### config.mk
export PLATFORM = sky130hd
export DESIGN_NAME = axi_lite_master
export DESIGN_NICKNAME = d
export VERILOG_FILES = /design/src/rtl/axi_lite_master.sv
export SDC_FILE = /design/constraint.sdc
export NUM_CORES = 1
export LEC_CHECK = 0
export ABC_AREA = 1
export CAP_MARGIN = 10
export CORE_AREA = 2 2 116 118
export CTS_BUF_LIST = sky130_fd_sc_hd__clkbuf_4 sky130_fd_sc_hd__clkbuf_8
export DETAILED_ROUTE_END_ITERATION = 10
export DIE_AREA = 0 0 118 120
export GPL_TIMING_DRIVEN = 0
export PLACE_DENSITY_LB_ADDON = 0.1
export SYNTH_ARGS = -nofsm -noshare
export SYNTH_HDL_FRONTEND = slang
export SYNTH_SLANG_ARGS = --single-unit
### constraint.sdc
create_clock -name clk -period 6.05 [get_ports clk]
set_input_delay 1.5125 -clock clk [delete_from_list [all_inputs] [get_ports clk]]
set_output_delay 1.5125 -clock clk [all_outputs]
set_load 0.02 [all_outputs]
### src/rtl/axi_lite_master.sv
// axi_lite_master
//   Bridges a single-outstanding command/response interface onto an AXI4-Lite
//   master port. One transaction is in flight at a time. The response, with
//   its AXI resp code, is held until the user consumes it. A saturating counter
//   tracks non-OKAY responses.
//
// Ports
//   clk, rst                 clock, asynchronous active-high reset
//   i_cmd_* / o_cmd_ready    command channel (valid/ready)
//   o_rsp_* / i_rsp_ready    response channel (valid/ready)
//   o_err_count              saturating count of non-OKAY responses
//   o_aw*/o_w*/o_b*/o_ar*/o_r* and matching i_*   AXI4-Lite master port
module axi_lite_master #(
    parameter int unsigned ADDR_WIDTH    = 32,
    parameter int unsigned DATA_WIDTH    = 32,
    parameter int unsigned STROBE_WIDTH  = DATA_WIDTH / 8,
    parameter int unsigned ERR_CNT_WIDTH = 8
) (
    input  logic                     clk,
    input  logic                     rst,
    // command channel
    input  logic                     i_cmd_valid,
    output logic                     o_cmd_ready,
    input  logic                     i_cmd_write,
    input  logic [ADDR_WIDTH-1:0]    i_cmd_addr,
    input  logic [DATA_WIDTH-1:0]    i_cmd_wdata,
    input  logic [STROBE_WIDTH-1:0]  i_cmd_wstrb,
    // response channel
    output logic                     o_rsp_valid,
    input  logic                     i_rsp_ready,
    output logic                     o_rsp_write,
    output logic [DATA_WIDTH-1:0]    o_rsp_rdata,
    output logic [1:0]               o_rsp_resp,
    output logic [ERR_CNT_WIDTH-1:0] o_err_count,
    // AXI write address
    output logic                     o_awvalid,
    output logic [ADDR_WIDTH-1:0]    o_awaddr,
    input  logic                     i_awready,
    // AXI write data
    output logic                     o_wvalid,
    output logic [DATA_WIDTH-1:0]    o_wdata,
    output logic [STROBE_WIDTH-1:0]  o_wstrb,
    input  logic                     i_wready,
    // AXI write response
    input  logic                     i_bvalid,
    output logic                     o_bready,
    input  logic [1:0]               i_bresp,
    // AXI read address
    output logic                     o_arvalid,
    output logic [ADDR_WIDTH-1:0]    o_araddr,
    input  logic                     i_arready,
    // AXI read data
    input  logic                     i_rvalid,
    output logic                     o_rready,
    input  logic [DATA_WIDTH-1:0]    i_rdata,
    input  logic [1:0]               i_rresp
);

    typedef enum logic [2:0] {
        StIdle,
        StWrReq,
        StWrResp,
        StRdReq,
        StRdResp,
        StRsp
    } state_e;

    state_e                   state_q, state_d;
    logic                     awvalid_q, awvalid_d;
    logic                     wvalid_q, wvalid_d;
    logic                     arvalid_q, arvalid_d;
    logic                     bready_q, bready_d;
    logic                     rready_q, rready_d;
    logic                     aw_done_q, aw_done_d;
    logic                     w_done_q, w_done_d;
    logic [ADDR_WIDTH-1:0]    addr_q, addr_d;
    logic [DATA_WIDTH-1:0]    wdata_q, wdata_d;
    logic [STROBE_WIDTH-1:0]  wstrb_q, wstrb_d;
    logic                     rsp_valid_q, rsp_valid_d;
    logic                     rsp_write_q, rsp_write_d;
    logic [DATA_WIDTH-1:0]    rsp_rdata_q, rsp_rdata_d;
    logic [1:0]               rsp_resp_q, rsp_resp_d;
    logic [ERR_CNT_WIDTH-1:0] err_count_q, err_count_d;

    logic aw_fire, w_fire, aw_done_now, w_done_now;
    logic rsp_capture;
    logic [1:0] captured_resp;

    always_comb begin
        state_d       = state_q;
        awvalid_d     = awvalid_q;
        wvalid_d      = wvalid_q;
        arvalid_d     = arvalid_q;
        bready_d      = bready_q;
        rready_d      = rready_q;
        aw_done_d     = aw_done_q;
        w_done_d      = w_done_q;
        addr_d        = addr_q;
        wdata_d       = wdata_q;
        wstrb_d       = wstrb_q;
        rsp_valid_d   = rsp_valid_q;
        rsp_write_d   = rsp_write_q;
        rsp_rdata_d   = rsp_rdata_q;
        rsp_resp_d    = rsp_resp_q;
        rsp_capture   = 1'b0;
        captured_resp = 2'b00;

        aw_fire     = awvalid_q & i_awready;
        w_fire      = wvalid_q & i_wready;
        aw_done_now = aw_done_q | aw_fire;
        w_done_now  = w_done_q | w_fire;

        case (state_q)
            StIdle: begin
                if (i_cmd_valid) begin
                    addr_d    = i_cmd_addr;
                    wdata_d   = i_cmd_wdata;
                    wstrb_d   = i_cmd_wstrb;
                    aw_done_d = 1'b0;
                    w_done_d  = 1'b0;
                    if (i_cmd_write) begin
                        awvalid_d = 1'b1;
                        wvalid_d  = 1'b1;
                        state_d   = StWrReq;
                    end else begin
                        arvalid_d = 1'b1;
                        state_d   = StRdReq;
                    end
                end
            end
            StWrReq: begin
                // AW and W retire independently; B is only solicited once both are done.
                if (aw_fire) awvalid_d = 1'b0;
                if (w_fire)  wvalid_d  = 1'b0;
                aw_done_d = aw_done_now;
                w_done_d  = w_done_now;
                if (aw_done_now && w_done_now) begin
                    aw_done_d = 1'b0;
                    w_done_d  = 1'b0;
                    bready_d  = 1'b1;
                    state_d   = StWrResp;
                end
            end
            StWrResp: begin
                if (i_bvalid && bready_q) begin
                    bready_d      = 1'b0;
                    rsp_valid_d   = 1'b1;
                    rsp_write_d   = 1'b1;
                    rsp_rdata_d   = '0;
                    rsp_resp_d    = i_bresp;
                    rsp_capture   = 1'b1;
                    captured_resp = i_bresp;
                    state_d       = StRsp;
                end
            end
            StRdReq: begin
                if (i_arready && arvalid_q) begin
                    arvalid_d = 1'b0;
                    rready_d  = 1'b1;
                    state_d   = StRdResp;
                end
            end
            StRdResp: begin
                if (i_rvalid && rready_q) begin
                    rready_d      = 1'b0;
                    rsp_valid_d   = 1'b1;
                    rsp_write_d   = 1'b0;
                    rsp_rdata_d   = i_rdata;
                    rsp_resp_d    = i_rresp;
                    rsp_capture   = 1'b1;
                    captured_resp = i_rresp;
                    state_d       = StRsp;
                end
            end
            StRsp: begin
                if (i_rsp_ready) begin
                    rsp_valid_d = 1'b0;
                    state_d     = StIdle;
                end
            end
            default: state_d = StIdle;
        endcase

        err_count_d = err_count_q;
        if (rsp_capture && (captured_resp != 2'b00) && (err_count_q != '1)) begin
            err_count_d = err_count_q + ERR_CNT_WIDTH'(1);
        end
    end

    always_ff @(posedge clk or posedge rst) begin
        if (rst) begin
            state_q     <= StIdle;
            awvalid_q   <= 1'b0;
            wvalid_q    <= 1'b0;
            arvalid_q   <= 1'b0;
            bready_q    <= 1'b0;
            rready_q    <= 1'b0;
            aw_done_q   <= 1'b0;
            w_done_q    <= 1'b0;
            addr_q      <= '0;
            wdata_q     <= '0;
            wstrb_q     <= '0;
            rsp_valid_q <= 1'b0;
            rsp_write_q <= 1'b0;
            rsp_rdata_q <= '0;
            rsp_resp_q  <= 2'b00;
            err_count_q <= '0;
        end else begin
            state_q     <= state_d;
            awvalid_q   <= awvalid_d;
            wvalid_q    <= wvalid_d;
            arvalid_q   <= arvalid_d;
            bready_q    <= bready_d;
            rready_q    <= rready_d;
            aw_done_q   <= aw_done_d;
            w_done_q    <= w_done_d;
            addr_q      <= addr_d;
            wdata_q     <= wdata_d;
            wstrb_q     <= wstrb_d;
            rsp_valid_q <= rsp_valid_d;
            rsp_write_q <= rsp_write_d;
            rsp_rdata_q <= rsp_rdata_d;
            rsp_resp_q  <= rsp_resp_d;
            err_count_q <= err_count_d;
        end
    end

    assign o_cmd_ready = (state_q == StIdle);
    assign o_rsp_valid = rsp_valid_q;
    assign o_rsp_write = rsp_write_q;
    assign o_rsp_rdata = rsp_rdata_q;
    assign o_rsp_resp  = rsp_resp_q;
    assign o_err_count = err_count_q;
    assign o_awvalid   = awvalid_q;
    assign o_awaddr    = addr_q;
    assign o_wvalid    = wvalid_q;
    assign o_wdata     = wdata_q;
    assign o_wstrb     = wstrb_q;
    assign o_bready    = bready_q;
    assign o_arvalid   = arvalid_q;
    assign o_araddr    = addr_q;
    assign o_rready    = rready_q;

endmodule

==> impl_metrics.tcl <==
set metrics [dict create \
    status "completed" \
    cts_setup_buffers 0 \
    grt_pass1_vias 4964 \
    grt_max_degree 64 \
    power_frac_seq_pct 47.7 \
    viasPerCell 4.495 \
    ys_warn_count 0 \
    p_int_w 0.001380 \
    setup_violations 0 \
    cts_hold_buf 0 \
    yosysSeqAreaShare_pct 57.44 \
    critPathMaxStageDelay_ns 0.62 \
    fmax_mhz 297.5 \
    yosysTopAreaCell "dfrtp_1" \
    num_vias 4949 \
    synth_area_per_cell_um2 8.423 \
    n_fill_cell 1123 \
    grt_overflow 0 \
    holdCritPathClass "register to register" \
    antenna_left 0 \
    wl_um 14990 \
    hp-start "o_rsp_rdata[13]" \
    first_pass_iters 4 \
    utilization_pct 66.59 \
    async_flop_share_pct 100.0 \
    cp-start-kind "register" \
    dieArea_um2 14160 \
    critPathTopFamily "buffers and inverters" \
    drc 0 \
    holdPathStages 2 \
    area_growth_pct 62.62 \
    synth-seq-cells 122 \
    numPortBuffers 263 \
    period_needed_ns 3.361 \
    antenna_found_initial 0 \
    cts_tree "done" \
    cp_slowest_cell "clkdlybuf4s50_1" \
    fp.dieW_um 118 \
    rows 42 \
    yosysUniqueCellTypes 24 \
    min_to "o_rsp_rdata[13]" \
    synthesis.nets 746 \
    synth_edf_count 0 \
    ios 264 \
    p_sw_share_pct 19.38 \
    yosysMostFrequentCell "nand2_1" \
    p_clk_share_pct 46.6 \
    diodes 0 \
    p_comb_share_pct 5.7 \
    r2r_cells 8 \
    h-tree-depth 4 \
    final_cells 1101 \
    drv_cap 0 \
    synth_common_cells "nand2_1, dfrtp_1, buf_4" \
    gr-usage-all-layers_pct 21.77 \
    ir_worst_vdd_uv 145.8 \
    nNetsFinal 1029 \
    report.final.slew_viol_count 0 \
    cts_sinks 122 \
    reg2reg_from "state_q[2]" \
    synth_cells 631 \
    p_sw_w 0.0003317 \
    crit_type "register to primary output" \
    arrival_ns 1.85 \
    core_area_um2 12980 \
    p_leak_nw 4.449 \
    wl_per_cell_um 13.62 \
    synth_area_leaders "dfrtp_1, nand2_1, buf_4" \
    cts-root-buf "clkbuf_8" \
    path_buf_inv 3 \
    drive_gt1_share_pct 10.70 \
    crit_required_ns 4.54 \
    synth_area_um2 5315 \
    grt_setup_unrepaired "false" \
    endpoint_kind "primary output" \
    max_slew_margin_pct 63.06 \
    dp_cells 1071 \
    worstReg2RegEnd "o_err_count[2]" \
    synth_top_area_share_pct 57.44 \
    start_util_pct 40.95 \
    dieHeight_um 120 \
    finalHoldViolations 0 \
    clk_latency_ns 0.43 \
    grt_pass1_wl_um 24530 \
    cts_inserted_buffers 17 \
    path_cells "buf_4 -> nor2_8 -> nand2_2 -> inv_2 -> clkdlybuf4s50_1" \
    clock_skew_ns 0.007890 \
    place_congestion 0.7816 \
    r2r_setup_slack_ns 4.38 \
    powerDensity_nw_per_um2 198.0 \
    cp-startpoint "state_q[1]" \
    crit_fanout 8 \
    synth-main-ff-cell "dfrtp_1" \
    hpwl_um 11500 \
    clockBufferDepth 2 \
    tightest_slew_ns 0.5541 \
    first_iter_violations 213 \
    cts.clk_slew.worst_paths_ns 0.07 \
    post-route-period-util_pct 55.56 \
    post_cts_resized 0 \
]
## per-layer routing
| layer | GRT usage [%] | routed length [um] | up-vias | part of all wire, % |
|---|---|---|---|---|
| met5 | 0 | 0 | - | 0 |
| met4 | 8.208 | 317 | 0 | 2.1 |
| met3 | 6.416 | 942 | 22 | 6.3 |
| met2 | 38.74 | 7748 | 181 | 52 |
| met1 | 24.74 | 5986 | 2292 | 40 |
| li1 | - | - | 2454 | - |
## flip-flops by register name (all words and copies together) (netlist names), 2 cells and up
register     cells
o_araddr        32
o_err_count      8
o_rsp_resp       2
o_wdata         32
o_rsp_rdata     32
o_wstrb          4
state_q          3
## cells by family (layout without fill, tap and decap cells)
logic type                 Yosys count  count (layout)  synth area share (%)
xor gates and xnor gates             3               3                0.4944
adders and majority gates            1               1                0.2354
AOI/OAI and AO/OA                   15              15                 1.507
and+or+nand+nor                    415             415                 31.38
DFF                                122             122                 57.44
buffers and inverters               75             369                 8.945
## power by group through the flow
stage	combinational, W	clock [W]	sequential [W]
detailed placement	0.0000976	0	0.000831
floorplan	0.0000144	0	0.000832
finish	0.0000968	0.000798	0.000816
global placement	0.0000942	0	0.000832
global route	0.000105	0.000859	0.000816
CTS	0.0000984	0.000819	0.000816
## layout by cell type, fill, tap and decap left out
cell / synthesis / final
nand2_4: 3 / 3
buf_16: 0 / 1
nand3_1: 23 / 23
inv_6: 0 / 1
xor2_1: 1 / 1
inv_1: 17 / 16
dfrtp_1: 122 / 122
clkinv_2: 0 / 4
clkbuf_8: 0 / 22
a21oi_1: 2 / 2
nor2_2: 1 / 1
bufinv_16: 0 / 4
buf_6: 6 / 6
nand2_2: 2 / 2
or2_2: 1 / 1
o21a_1: 1 / 1
nand3b_1: 1 / 1
buf_2: 11 / 11
buf_1: 2 / 2
inv_2: 3 / 3
o21ai_0: 10 / 10
nor2_1: 12 / 12
ha_1: 1 / 1
xnor2_1: 2 / 2
clkdlybuf4s50_1: 0 / 263
nand3_2: 2 / 2
o22ai_1: 2 / 2
buf_4: 36 / 36
nor2_8: 2 / 2
nand2_1: 368 / 368
## final cells by class
type	instances	area [um2]	share of cell area, %
Multi-Input combinational cell	434	1787	20.67
Timing Repair Buffer	264	2660	30.78
Buffer	55	400.4	4.632
Sequential cell	122	3053	35.32
Inverter	20	80.08	0.9265
Tap cell	176	220.2	2.548
Clock inverter	8	140.1	1.621
Clock buffer	22	302.8	3.503
## worst max path at each step
stage | to | slack (ns) | depth (start not counted)
finish | o_cmd_ready | 2.69 | 5
global route | o_cmd_ready | 2.56 | 5
CTS | o_cmd_ready | 2.64 | 5
detailed placement | o_err_count[2] | 3.00 | 8
global placement | o_err_count[5] | -0.43 | 2
floorplan | aw_done_q | 1.29 | 1
## through the flow
step                       power, W  hold slack (ns)  TNS (ns)  setup WS (ns)  cell area, um2
after global routing       0.001779           0.4925         0          2.558            8643
after CTS                  0.001733           0.4786         0          2.637            8643
after detailed placement  0.0009290           0.4617         0          2.998            8200
after global placement    0.0009259           0.4532    -51.89        -0.4295            8168
after floorplan           0.0008464           0.4902         0          1.295            5315
final                      0.001711           0.4719         0          2.689            8643
## worst register-to-register path: cells and delay by family, from the launching register on
kind,cells,cell delay [ns]
simple gates,7,0.92
buf+inv,1,0.16
flops,1,0.48
Note: power is estimated with default switching activity, not from simulation.
